<file path="config.mk">
export PLATFORM = sky130hd
export DESIGN_NAME = rx_frame_buffer
export DESIGN_NICKNAME = d
export VERILOG_FILES = /design/src/rtl/uart_pkg.sv /design/src/rtl/rx_sync_fifo.sv /design/src/rtl/rx_frame_buffer.sv
export SDC_FILE = /design/constraint.sdc
export NUM_CORES = 1
export LEC_CHECK = 0
export ABC_AREA = 1
export CORE_ASPECT_RATIO = 1.1
export CORE_MARGIN = 1
export CORE_UTILIZATION = 40
export DETAILED_ROUTE_END_ITERATION = 8
export GPL_ROUTABILITY_DRIVEN = 0
export SLEW_MARGIN = 20
export SYNTH_ARGS = -nofsm -noshare
export SYNTH_HDL_FRONTEND = slang
export SYNTH_HIERARCHICAL = 1
export SYNTH_SLANG_ARGS = --single-unit
</file>
<file path="constraint.sdc">
create_clock -name clk -period 4 [get_ports clk]
set_clock_uncertainty 0.05 [all_clocks]
set_input_delay 0.8 -clock clk [delete_from_list [all_inputs] [get_ports clk]]
set_output_delay 0.8 -clock clk [all_outputs]
set_load 0.005 [all_outputs]
</file>
<file path="src/rtl/uart_pkg.sv">
// Shared definitions for the UART receive path: default frame width,
// capture state encoding and a pointer-width helper.
package uart_pkg;

  localparam int unsigned DEF_FRAME_WIDTH = 8;

  typedef enum logic [1:0] {
    CAP_IDLE   = 2'b00,
    CAP_SHIFT  = 2'b01,
    CAP_COMMIT = 2'b10
  } cap_state_t;

  function automatic int unsigned clog2(input int unsigned v);
    int unsigned r;
    r = 0;
    while ((32'd1 << r) < v) r = r + 1;
    return r;
  endfunction

endpackage

</file>
<file path="src/rtl/rx_sync_fifo.sv">
// First-word-fall-through synchronous FIFO with wrap-bit pointers.
// A write to a full FIFO is accepted when a read frees a slot in the same cycle.
module rx_sync_fifo
  import uart_pkg::*;
#(
  parameter int unsigned WIDTH = 8,
  parameter int unsigned DEPTH = 4,
  localparam int unsigned AW = clog2(DEPTH)
) (
  input  logic             clk,
  input  logic             rst,
  input  logic             wr_en,
  input  logic [WIDTH-1:0] wr_data,
  input  logic             rd_en,
  output logic [WIDTH-1:0] rd_data,
  output logic             full,
  output logic             empty,
  output logic [AW:0]      count
);

  logic [WIDTH-1:0] mem [DEPTH];
  logic [AW:0]      wr_ptr;
  logic [AW:0]      rd_ptr;
  logic             do_wr;
  logic             do_rd;

  assign full  = (wr_ptr[AW] != rd_ptr[AW]) && (wr_ptr[AW-1:0] == rd_ptr[AW-1:0]);
  assign empty = (wr_ptr == rd_ptr);
  assign do_rd = rd_en && !empty;
  assign do_wr = wr_en && (!full || do_rd);
  assign count = wr_ptr - rd_ptr;

  // Stale entries are never exposed, so the array itself needs no reset.
  assign rd_data = empty ? '0 : mem[rd_ptr[AW-1:0]];

  always_ff @(posedge clk or posedge rst) begin
    if (rst) begin
      wr_ptr <= '0;
      rd_ptr <= '0;
    end else begin
      if (do_wr) wr_ptr <= wr_ptr + 1'b1;
      if (do_rd) rd_ptr <= rd_ptr + 1'b1;
    end
  end

  always_ff @(posedge clk) begin
    if (do_wr) mem[wr_ptr[AW-1:0]] <= wr_data;
  end

endmodule

</file>
<file path="src/rtl/rx_frame_buffer.sv">
// UART receive frame buffer: deserializes LSB-first mid-bit samples, commits
// complete frames into a FIFO and keeps sticky framing/overrun status.
module rx_frame_buffer
  import uart_pkg::*;
#(
  parameter int unsigned FRAME_WIDTH = DEF_FRAME_WIDTH,
  parameter int unsigned FIFO_DEPTH  = 4,
  parameter int unsigned CNT_W       = 4
) (
  input  logic                         clk,
  input  logic                         rst,
  input  logic                         rx_sample,
  input  logic                         shift_en,
  input  logic                         frame_start,
  input  logic                         frame_done,
  input  logic                         frame_err,
  output logic [FRAME_WIDTH-1:0]       rd_data,
  output logic                         rd_valid,
  input  logic                         rd_ready,
  output logic [clog2(FIFO_DEPTH):0]   fifo_count,
  output logic                         overrun,
  output logic                         framing_err,
  input  logic                         status_clr
);

  localparam logic [CNT_W-1:0] FULL_CNT = CNT_W'(FRAME_WIDTH);

  cap_state_t             state;
  cap_state_t             state_nxt;
  logic [FRAME_WIDTH-1:0] shreg;
  logic [CNT_W-1:0]       bit_cnt;
  logic                   push;
  logic                   pop;
  logic                   set_ferr;
  logic                   set_ovr;
  logic                   fifo_full;
  logic                   fifo_empty;

  assign rd_valid = !fifo_empty;
  assign pop      = rd_valid && rd_ready;

  always_ff @(posedge clk or posedge rst) begin
    if (rst) state <= CAP_IDLE;
    else     state <= state_nxt;
  end

  // frame_start restarts from any state; frame_err outranks frame_done.
  always_comb begin
    state_nxt = state;
    if (frame_start) begin
      state_nxt = CAP_SHIFT;
    end else begin
      case (state)
        CAP_SHIFT: begin
          if (frame_err)       state_nxt = CAP_IDLE;
          else if (frame_done) state_nxt = CAP_COMMIT;
        end
        CAP_COMMIT: state_nxt = CAP_IDLE;
        default:    state_nxt = CAP_IDLE;
      endcase
    end
  end

  always_comb begin
    push     = 1'b0;
    set_ferr = 1'b0;
    set_ovr  = 1'b0;
    case (state)
      CAP_SHIFT: set_ferr = frame_err && !frame_start;
      CAP_COMMIT: begin
        if (bit_cnt != FULL_CNT)     set_ferr = 1'b1;
        else if (fifo_full && !pop)  set_ovr  = 1'b1;
        else                         push     = 1'b1;
      end
      default: ;
    endcase
  end

  always_ff @(posedge clk or posedge rst) begin
    if (rst) begin
      shreg   <= '0;
      bit_cnt <= '0;
    end else if (frame_start) begin
      shreg   <= '0;
      bit_cnt <= '0;
    end else if (state == CAP_SHIFT && shift_en && bit_cnt < FULL_CNT) begin
      shreg   <= {rx_sample, shreg[FRAME_WIDTH-1:1]};
      bit_cnt <= bit_cnt + 1'b1;
    end
  end

  always_ff @(posedge clk or posedge rst) begin
    if (rst) begin
      overrun     <= 1'b0;
      framing_err <= 1'b0;
    end else begin
      if (set_ovr)         overrun <= 1'b1;
      else if (status_clr) overrun <= 1'b0;
      if (set_ferr)        framing_err <= 1'b1;
      else if (status_clr) framing_err <= 1'b0;
    end
  end

  rx_sync_fifo #(
    .WIDTH (FRAME_WIDTH),
    .DEPTH (FIFO_DEPTH)
  ) u_fifo (
    .clk     (clk),
    .rst     (rst),
    .wr_en   (push),
    .wr_data (shreg),
    .rd_en   (pop),
    .rd_data (rd_data),
    .full    (fifo_full),
    .empty   (fifo_empty),
    .count   (fifo_count)
  );

endmodule
</file>
**Word level (Yosys, flattened, before mapping)**

Memories as Yosys holds them, arrays and structs flattened.
Cells that the tools add are included.

- Flip-flop bits (word level): 22
- RAM bits: 32
- Output and inout port bits: 14
- Word-level logic and storage cells: 58
- Memories: 1

- Add/sub/neg operators: 4
- Magnitude comparators: 1
- Eq/ne operators: 7
- Muxes and demuxes: 22
- Reduce and logical (&&, ||, !) cells: 16

Memories:

| memory | words | bits a word | rd ports | clocked after memory_dff | write ports | line | RTL |
|---|---|---|---|---|---|---|---|
| u_fifo.mem | 4 | 8 | 1 | 0 | 1 | rx_sync_fifo.sv:21 | `logic [WIDTH-1:0] mem [DEPTH];` |

Operator list:

| cell | count |
|---|---|
| 2-to-1 mux 8 bit | 3 |
| 2-to-1 mux 1 bit | 12 |
| logical AND 1 bit | 8 |
| 2-to-1 mux 2 bit | 4 |
| 2-to-1 mux 4 bit | 2 |
| inequality test 4 bit, second input constant | 2 |
| adder 3 x 1 -> 3 bit, second input constant | 2 |
| nonzero test 2 bit | 3 |
| adder 4 x 1 -> 4 bit, second input constant | 1 |
| zero test 1 bit | 4 |
| < comparator 4 bit, second input constant | 1 |
| equality test 3 bit | 1 |
| subtractor 3 bit | 1 |
| equality test 2 x 1 -> 1 bit, second input constant | 1 |
| equality test 2 bit | 1 |
| equality test 2 bit, second input constant | 1 |
| case mux 1 bit (2 select lines) | 1 |
| logical OR 1 bit | 1 |
| inequality test 1 bit | 1 |

**Depth between registers and ports, before layout**

- Word-level depth: 11
- Mapped depth: 13
- Depth with buffers taken out: 12

**Cells and area by module**

The synthesis kept the hierarchy.

Modules (own cells, without submodules):

| module | times used | cells each | area each (µm²) | seq. area each (µm²) |
|---|---|---|---|---|
| rx_sync_fifo | 1 | 157 | 1,750.4 | 1,111.1 |
| rx_frame_buffer | 1 | 101 | 810.8 | 400.4 |

**Worst setup path after synthesis**

Ideal clock, no wire load.

- Path kind: reg2reg
- Start: register u_fifo.rd_ptr[1]
- End: memory u_fifo.mem[0][0] (enable)
- Library setup time: 371 ps
- Data arrival time: 2,482 ps
- Data required time: 3,579 ps
- Setup slack: 1,097 ps
- Stages on the path, launching flop included: 13
- Clock period less this slack: 2,903 ps
- Path through: dfrtp_1 buf_4 inv_2 ha_1 nand2_1 inv_1 nand2_4 inv_4 nor2_1 nor2_1 nor3_1 nand2_4 nor2_1

- Longest elaborated chain between the ends: 11
- Elaborated cells on any way between the ends: 16

RTL lines:

| what | line | RTL |
|---|---|---|
| start, declared | rx_sync_fifo.sv:23 | `logic [AW:0] rd_ptr;` |
| start signal, assigned | rx_sync_fifo.sv:42 | `if (do_rd) rd_ptr <= rd_ptr + 1'b1;` |
| equality test 3 bit | rx_sync_fifo.sv:28 | `assign empty = (wr_ptr == rd_ptr);` |
| named net fifo_empty | rx_frame_buffer.sv:37 | `logic fifo_empty;` |
| zero test 1 bit | rx_frame_buffer.sv:39 | `assign rd_valid = !fifo_empty;` |
| logical AND 1 bit | rx_frame_buffer.sv:40 | `assign pop = rd_valid && rd_ready;` |
| named net pop | rx_frame_buffer.sv:33 | `logic pop;` |
| zero test 1 bit | rx_frame_buffer.sv:72 | `else if (fifo_full && !pop) set_ovr = 1'b1;` |
| logical AND 1 bit | rx_frame_buffer.sv:72 |  |
| 2-to-1 mux 1 bit | rx_frame_buffer.sv:72 |  |
| 2-to-1 mux 1 bit | rx_frame_buffer.sv:71 | `if (bit_cnt != FULL_CNT) set_ferr = 1'b1;` |
| 2-to-1 mux 1 bit | rx_frame_buffer.sv:68 | `case (state)` |
| named net push | rx_frame_buffer.sv:32 | `logic push;` |
| logical AND 1 bit | rx_sync_fifo.sv:30 | `assign do_wr = wr_en && (!full \|\| do_rd);` |
| 2-to-1 mux 1 bit | rx_sync_fifo.sv:47 | `if (do_wr) mem[wr_ptr[AW-1:0]] <= wr_data;` |
| 2-to-1 mux 1 bit (implied by the code) | rx_sync_fifo.sv:47 |  |
| end, declared | rx_sync_fifo.sv:21 |  |

The timed path passes the listed nets, and every way through them passes these cells.

**Final worst setup path**

- Start: register u_fifo.rd_ptr[1]
- End: memory u_fifo.mem[1][7] (enable)

The elaborated chain is that of the path after synthesis.

==> report_table.html <==
<table>
<tr><th>Metric</th><th>Value</th></tr>
<tr><th colspan="2">Clocking</th></tr>
<tr><td>Num CTS Buffers</td><td>5</td></tr>
<tr><td>Resized cells post-CTS</td><td>0</td></tr>
<tr><td>Number of setup buffers added after CTS</td><td>0</td></tr>
<tr><td>CTS tree</td><td>built</td></tr>
<tr><td>Reg clk slew, reported paths</td><td>approximately 0.10 ns</td></tr>
<tr><td>Clock sink count</td><td>54</td></tr>
<tr><td>Total of hold buffers inserted after clock tree synthesis</td><td>0</td></tr>
<tr><td>Max Root-Sink Buffers</td><td>2</td></tr>
<tr><td>Root Buffer</td><td>sky130_fd_sc_hd__clkbuf_8</td></tr>
<tr><td>Skew-Pair Late Insertion Delay</td><td>approximately 0.3 ns</td></tr>
<tr><td>Total number of H-tree levels</td><td>2</td></tr>
<tr><th colspan="2">Synthesis</th></tr>
<tr><td>Count of state elements after synthesis</td><td>between 50 and 60</td></tr>
<tr><td>Count of synthesis-stage warnings from yosys</td><td>6</td></tr>
<tr><td>Number of standard cells after synthesis</td><td>258</td></tr>
<tr><td>Share of synthesized area occupied by flip-flops and latches</td><td>between 50% and 60%</td></tr>
<tr><td>Number of distinct standard cells referenced by the synthesized netlist</td><td>23</td></tr>
<tr><td>Netlist Area Pre-Place</td><td>0.00256 mm^2</td></tr>
<tr><td>Syn Area/Cell</td><td>9.93 um^2</td></tr>
<tr><td>Post-synthesis net count</td><td>279</td></tr>
<tr><th colspan="2">Layout</th></tr>
<tr><td>Layout fillers</td><td>599</td></tr>
<tr><td>ANT cells</td><td>0</td></tr>
<tr><td>Layout cells sized above 1</td><td>about 8.1%</td></tr>
<tr><td>Final Instance Count excl. Fillers</td><td>363</td></tr>
<tr><td>Final core utilization</td><td>47.4%</td></tr>
<tr><td>Number of nets in the layout</td><td>303</td></tr>
<tr><td>Area Growth Syn to Fin</td><td>14.6%</td></tr>
<tr><th colspan="2">Worst setup path</th></tr>
<tr><td>Worst reg2reg path endpoint</td><td>u_fifo/mem[1][7]</td></tr>
<tr><td>Crit-path leading delay family</td><td>simple AND/OR/NAND/NOR gates</td></tr>
<tr><td>Slowest Stage Delay on Critical Path</td><td>roughly 0.63 ns</td></tr>
<tr><td>Cell with the biggest individual delay on the critical path</td><td>sky130_fd_sc_hd__dfrtp_1</td></tr>
<tr><td>Data required time at the worst endpoint</td><td>just under 4 ns</td></tr>
<tr><td>Setup slack on the worst flop-to-flop path</td><td>about 0.6 ns</td></tr>
<tr><td>Startpoint of the worst-slack reg-to-reg timing path</td><td>u_fifo/rd_ptr[1]</td></tr>
<tr><td>CP Capture Type</td><td>flip-flop</td></tr>
<tr><td>Critical path's most frequent cell</td><td>sky130_fd_sc_hd__nor2_1</td></tr>
<tr><td>Category of the critical setup timing path</td><td>flip-flop to flip-flop</td></tr>
<tr><td>CP Buf/Inv Count</td><td>3</td></tr>
<tr><td>Launching element type of the critical path</td><td>flip-flop</td></tr>
<tr><td>Peak fanout along the critical path</td><td>12</td></tr>
<tr><td>Data arrival time of the critical path</td><td>3.30 ns</td></tr>
<tr><td>Cell Chain, Critical Path</td><td>inv_2, ha_1, nand2_1, inv_1, nand2_4, inv_4, nor2_1, nor2_1, nor3_1, nand2_4, nor2_1</td></tr>
<tr><td>Length in cells of the worst reg-to-reg path</td><td>11</td></tr>
<tr><th colspan="2">Pwr</th></tr>
<tr><td>Proportion of power drawn by combinational gates</td><td>3.7%</td></tr>
<tr><td>Switch Pwr</td><td>0.198 mW</td></tr>
<tr><td>Lkg Pwr</td><td>1.29 nW</td></tr>
<tr><td>Switching share of power</td><td>19.9%</td></tr>
<tr><td>Clock group share of total power</td><td>roughly 36%</td></tr>
<tr><td>IR drop worst, VDD</td><td>0.199 mV</td></tr>
<tr><td>Int Pwr</td><td>roughly 0.79 mW</td></tr>
<tr><td>P per Cell Area</td><td>roughly 340 mW/mm^2</td></tr>
<tr><td>Fraction of power consumed by sequential logic</td><td>60.3%</td></tr>
<tr><th colspan="2">Hold path</th></tr>
<tr><td>Worst hold-check path type</td><td>flip-flop to flip-flop</td></tr>
<tr><td>Hold path start</td><td>overrun</td></tr>
<tr><td>Hold Path Depth</td><td>2</td></tr>
<tr><td>Worst hold path endpoint</td><td>overrun</td></tr>
<tr><th colspan="2">Global route</th></tr>
<tr><td>GR Overflow Total</td><td>0</td></tr>
<tr><td>Vias in the first global route</td><td>1759</td></tr>
<tr><td>First-pass GRT wire length</td><td>roughly 8300 um</td></tr>
<tr><td>All-Layer GR Usage</td><td>16.5%</td></tr>
<tr><td>Number of antenna violations at the first check in global routing</td><td>0</td></tr>
<tr><td>Maximum number of pins on one net before global-route repair</td><td>20</td></tr>
<tr><th colspan="2">Drt</th></tr>
<tr><td>First-pass DRT Iterations</td><td>4</td></tr>
<tr><td>Initial drt markers</td><td>75</td></tr>
<tr><td>Average wire per standard cell</td><td>13.5 um</td></tr>
<tr><td>Final routed DRC violation total</td><td>0</td></tr>
<tr><td>Vias after detailed routing</td><td>1686</td></tr>
<tr><td>Antenna Nets Post-Route</td><td>0</td></tr>
<tr><td>Final routed wirelength across all metal layers</td><td>4890 um</td></tr>
<tr><td>Detailed-route vias per instance</td><td>4.64</td></tr>
<tr><th colspan="2">STA</th></tr>
<tr><td>Number of pins with negative max-slew slack in the final report</td><td>0</td></tr>
<tr><td>Relative slew slack</td><td>56.8%</td></tr>
<tr><td>Final worst-path cycle share</td><td>between 80% and 90%</td></tr>
<tr><td>Hold slack final</td><td>0.440 ns</td></tr>
<tr><td>Slew at the pin with the worst max-slew slack</td><td>between 0.6 and 0.7 ns</td></tr>
<tr><td>Min Clock Period, post-route</td><td>between 3 and 4 ns</td></tr>
<tr><td>Total setup violations reported at the end of the flow</td><td>0</td></tr>
<tr><td>Final hold violation count</td><td>0</td></tr>
<tr><td>Setup repair after global routing missed its margin</td><td>no</td></tr>
<tr><td>Least setup slack across all paths after layout</td><td>0.591 ns</td></tr>
<tr><td>FMAX</td><td>between 0.2 and 0.3 GHz</td></tr>
<tr><td>Final TNS setup</td><td>0 ns</td></tr>
<tr><th colspan="2">Die</th></tr>
<tr><td>Overall die area</td><td>just under 0.007 mm^2</td></tr>
<tr><td>Chip Height</td><td>approximately 86 um</td></tr>
<tr><td>Initial cell density of the core</td><td>41.4%</td></tr>
<tr><td>IO Pins</td><td>23</td></tr>
<tr><td>Horizontal die dimension</td><td>78.3 um</td></tr>
<tr><td>Std-Cell Core Area</td><td>0.00619 mm^2</td></tr>
<tr><td>Cell row count</td><td>30</td></tr>
<tr><th colspan="2">Placement</th></tr>
<tr><td>Buffers added on ports</td><td>22</td></tr>
<tr><td>Number of instances in the placed design</td><td>around 360</td></tr>
<tr><td>Detail Placement HPWL</td><td>3570 um</td></tr>
<tr><td>Worst slack at placement</td><td>0.573 ns</td></tr>
<tr><th colspan="2">Outcome</th></tr>
<tr><td>Status</td><td>completed</td></tr>
<tr><th colspan="2">Job</th></tr>
<tr><td>Max-cap violations</td><td>0</td></tr>
</table>
==> power by group through the flow <==
stage	registers (mW)	clock network (mW)	logic (mW)
global route	0.599	0.389	0.0432
detailed placement	0.610	0	0.0379
finish	0.598	0.357	0.0371
CTS	0.598	0.365	0.0382
floorplan	0.608	0	0.0236
global placement	0.610	0	0.0380
==> flip-flops by register name, summed over array words and instances (netlist names) <==
register	cells
bit_cnt	4
framing_err	1
overrun	1
shreg	8
state	2
u_fifo/mem	32
u_fifo/rd_ptr	3
u_fifo/wr_ptr	3
==> layout make-up <==
cell class | instances | area, um^2 | area share [%]
Sequential cell | 54 | 1510 | 51.5
Multi-Input combinational cell | 163 | 850 | 28.9
Timing Repair Buffer | 23 | 228 | 7.76
Inverter | 35 | 136 | 4.65
Tap cell | 80 | 100 | 3.41
Clock buffer | 6 | 72.6 | 2.47
Clock inverter | 2 | 37.5 | 1.28
==> cells in the mapped netlist <==
library cell | instances | area share (%)
sky130_fd_sc_hd__a21oi_1 | 8 | 1.6
sky130_fd_sc_hd__buf_4 | 2 | 0.59
sky130_fd_sc_hd__buf_6 | 3 | 1.3
sky130_fd_sc_hd__buf_8 | 1 | 0.59
sky130_fd_sc_hd__dfrtp_1 | 22 | 21
sky130_fd_sc_hd__edfxtp_1 | 32 | 38
sky130_fd_sc_hd__fa_1 | 1 | 0.78
sky130_fd_sc_hd__ha_1 | 11 | 5.4
sky130_fd_sc_hd__inv_1 | 30 | 4.4
sky130_fd_sc_hd__inv_2 | 3 | 0.44
sky130_fd_sc_hd__inv_4 | 2 | 0.49
sky130_fd_sc_hd__nand2_1 | 44 | 6.4
sky130_fd_sc_hd__nand2_2 | 2 | 0.49
sky130_fd_sc_hd__nand2_4 | 2 | 0.88
sky130_fd_sc_hd__nand3_1 | 19 | 3.7
sky130_fd_sc_hd__nand3_2 | 2 | 0.78
sky130_fd_sc_hd__nor2_1 | 45 | 6.6
sky130_fd_sc_hd__nor2_2 | 3 | 0.73
sky130_fd_sc_hd__nor3_1 | 1 | 0.20
sky130_fd_sc_hd__o21ai_0 | 9 | 1.8
sky130_fd_sc_hd__o21ai_1 | 11 | 2.1
sky130_fd_sc_hd__o21ai_2 | 1 | 0.34
sky130_fd_sc_hd__xor2_1 | 4 | 1.4
==> logic make-up after synthesis <==
group | Yosys count | share of synthesized area (%)
AND/OR/NAND/NOR | 118 | 19.8
flip-flops | 54 | 59.0
AO/OA/AOI/OAI | 29 | 5.81
adder cells (fa/ha/maj) | 12 | 6.16
buffers and inverters | 41 | 7.82
XOR/XNOR | 4 | 1.37
==> worst max-delay path by stage <==
stage | start | endpoint | slack (ns) | depth (start not counted)
CTS | u_fifo/rd_ptr[1] | u_fifo/mem[1][2] | 0.57 | 11
floorplan | u_fifo/rd_ptr[1] | u_fifo/mem[0][0] | 1.10 | 12
detailed placement | u_fifo/rd_ptr[1] | u_fifo/mem[1][2] | 0.57 | 11
global placement | u_fifo/rd_ptr[1] | u_fifo/mem[1][2] | 0.70 | 11
finish | u_fifo/rd_ptr[1] | u_fifo/mem[1][7] | 0.59 | 11
global route | u_fifo/rd_ptr[1] | u_fifo/mem[0][2] | 0.19 | 11
==> worst reg2reg max path, stage by stage (launching register included) <==
cell                      delay, ns
sky130_fd_sc_hd__dfrtp_1       0.63
sky130_fd_sc_hd__inv_2         0.16
sky130_fd_sc_hd__ha_1          0.31
sky130_fd_sc_hd__nand2_1       0.08
sky130_fd_sc_hd__inv_1         0.08
sky130_fd_sc_hd__nand2_4       0.11
sky130_fd_sc_hd__inv_4         0.07
sky130_fd_sc_hd__nor2_1        0.35
sky130_fd_sc_hd__nor2_1        0.11
sky130_fd_sc_hd__nor3_1        0.45
sky130_fd_sc_hd__nand2_4       0.15
sky130_fd_sc_hd__nor2_1        0.53
==> placed cells by master, fill, tap and decap left out, drive strengths merged <==
master / synthesis / final
clkinvlp: 0 / 1
nor3: 1 / 1
buf: 6 / 1
inv: 35 / 35
clkbuf: 0 / 6
fa: 1 / 1
o21ai: 21 / 21
clkdlybuf4s50: 0 / 22
edfxtp: 32 / 32
nor2: 48 / 48
xor2: 4 / 4
nand2: 48 / 48
ha: 11 / 11
dfrtp: 22 / 22
a21oi: 8 / 8
bufinv: 0 / 1
nand3: 21 / 21
==> routing by layer <==
| layer | track usage (%) | up-vias | wire, um |
|---|---|---|---|
| met1 | 20.6 | 764 | 2230 |
| met2 | 28.1 | 35 | 2360 |
| met5 | 0 | - | 0 |
| li1 | - | 881 | - |
| met3 | 3.51 | 6 | 234 |
| met4 | 6.06 | 0 | 59 |
==> stage by stage <==
| step | power [mW] | area, um^2 |
|---|---|---|
| after floorplan | 0.631 | 2560 |
| after global placement | 0.648 | 2830 |
| after detailed placement | 0.648 | 2830 |
| after CTS | 1.00 | 2940 |
| after global routing | 1.03 | 2940 |
| final | 0.992 | 2940 |
(Power assumes the default switching activity.)
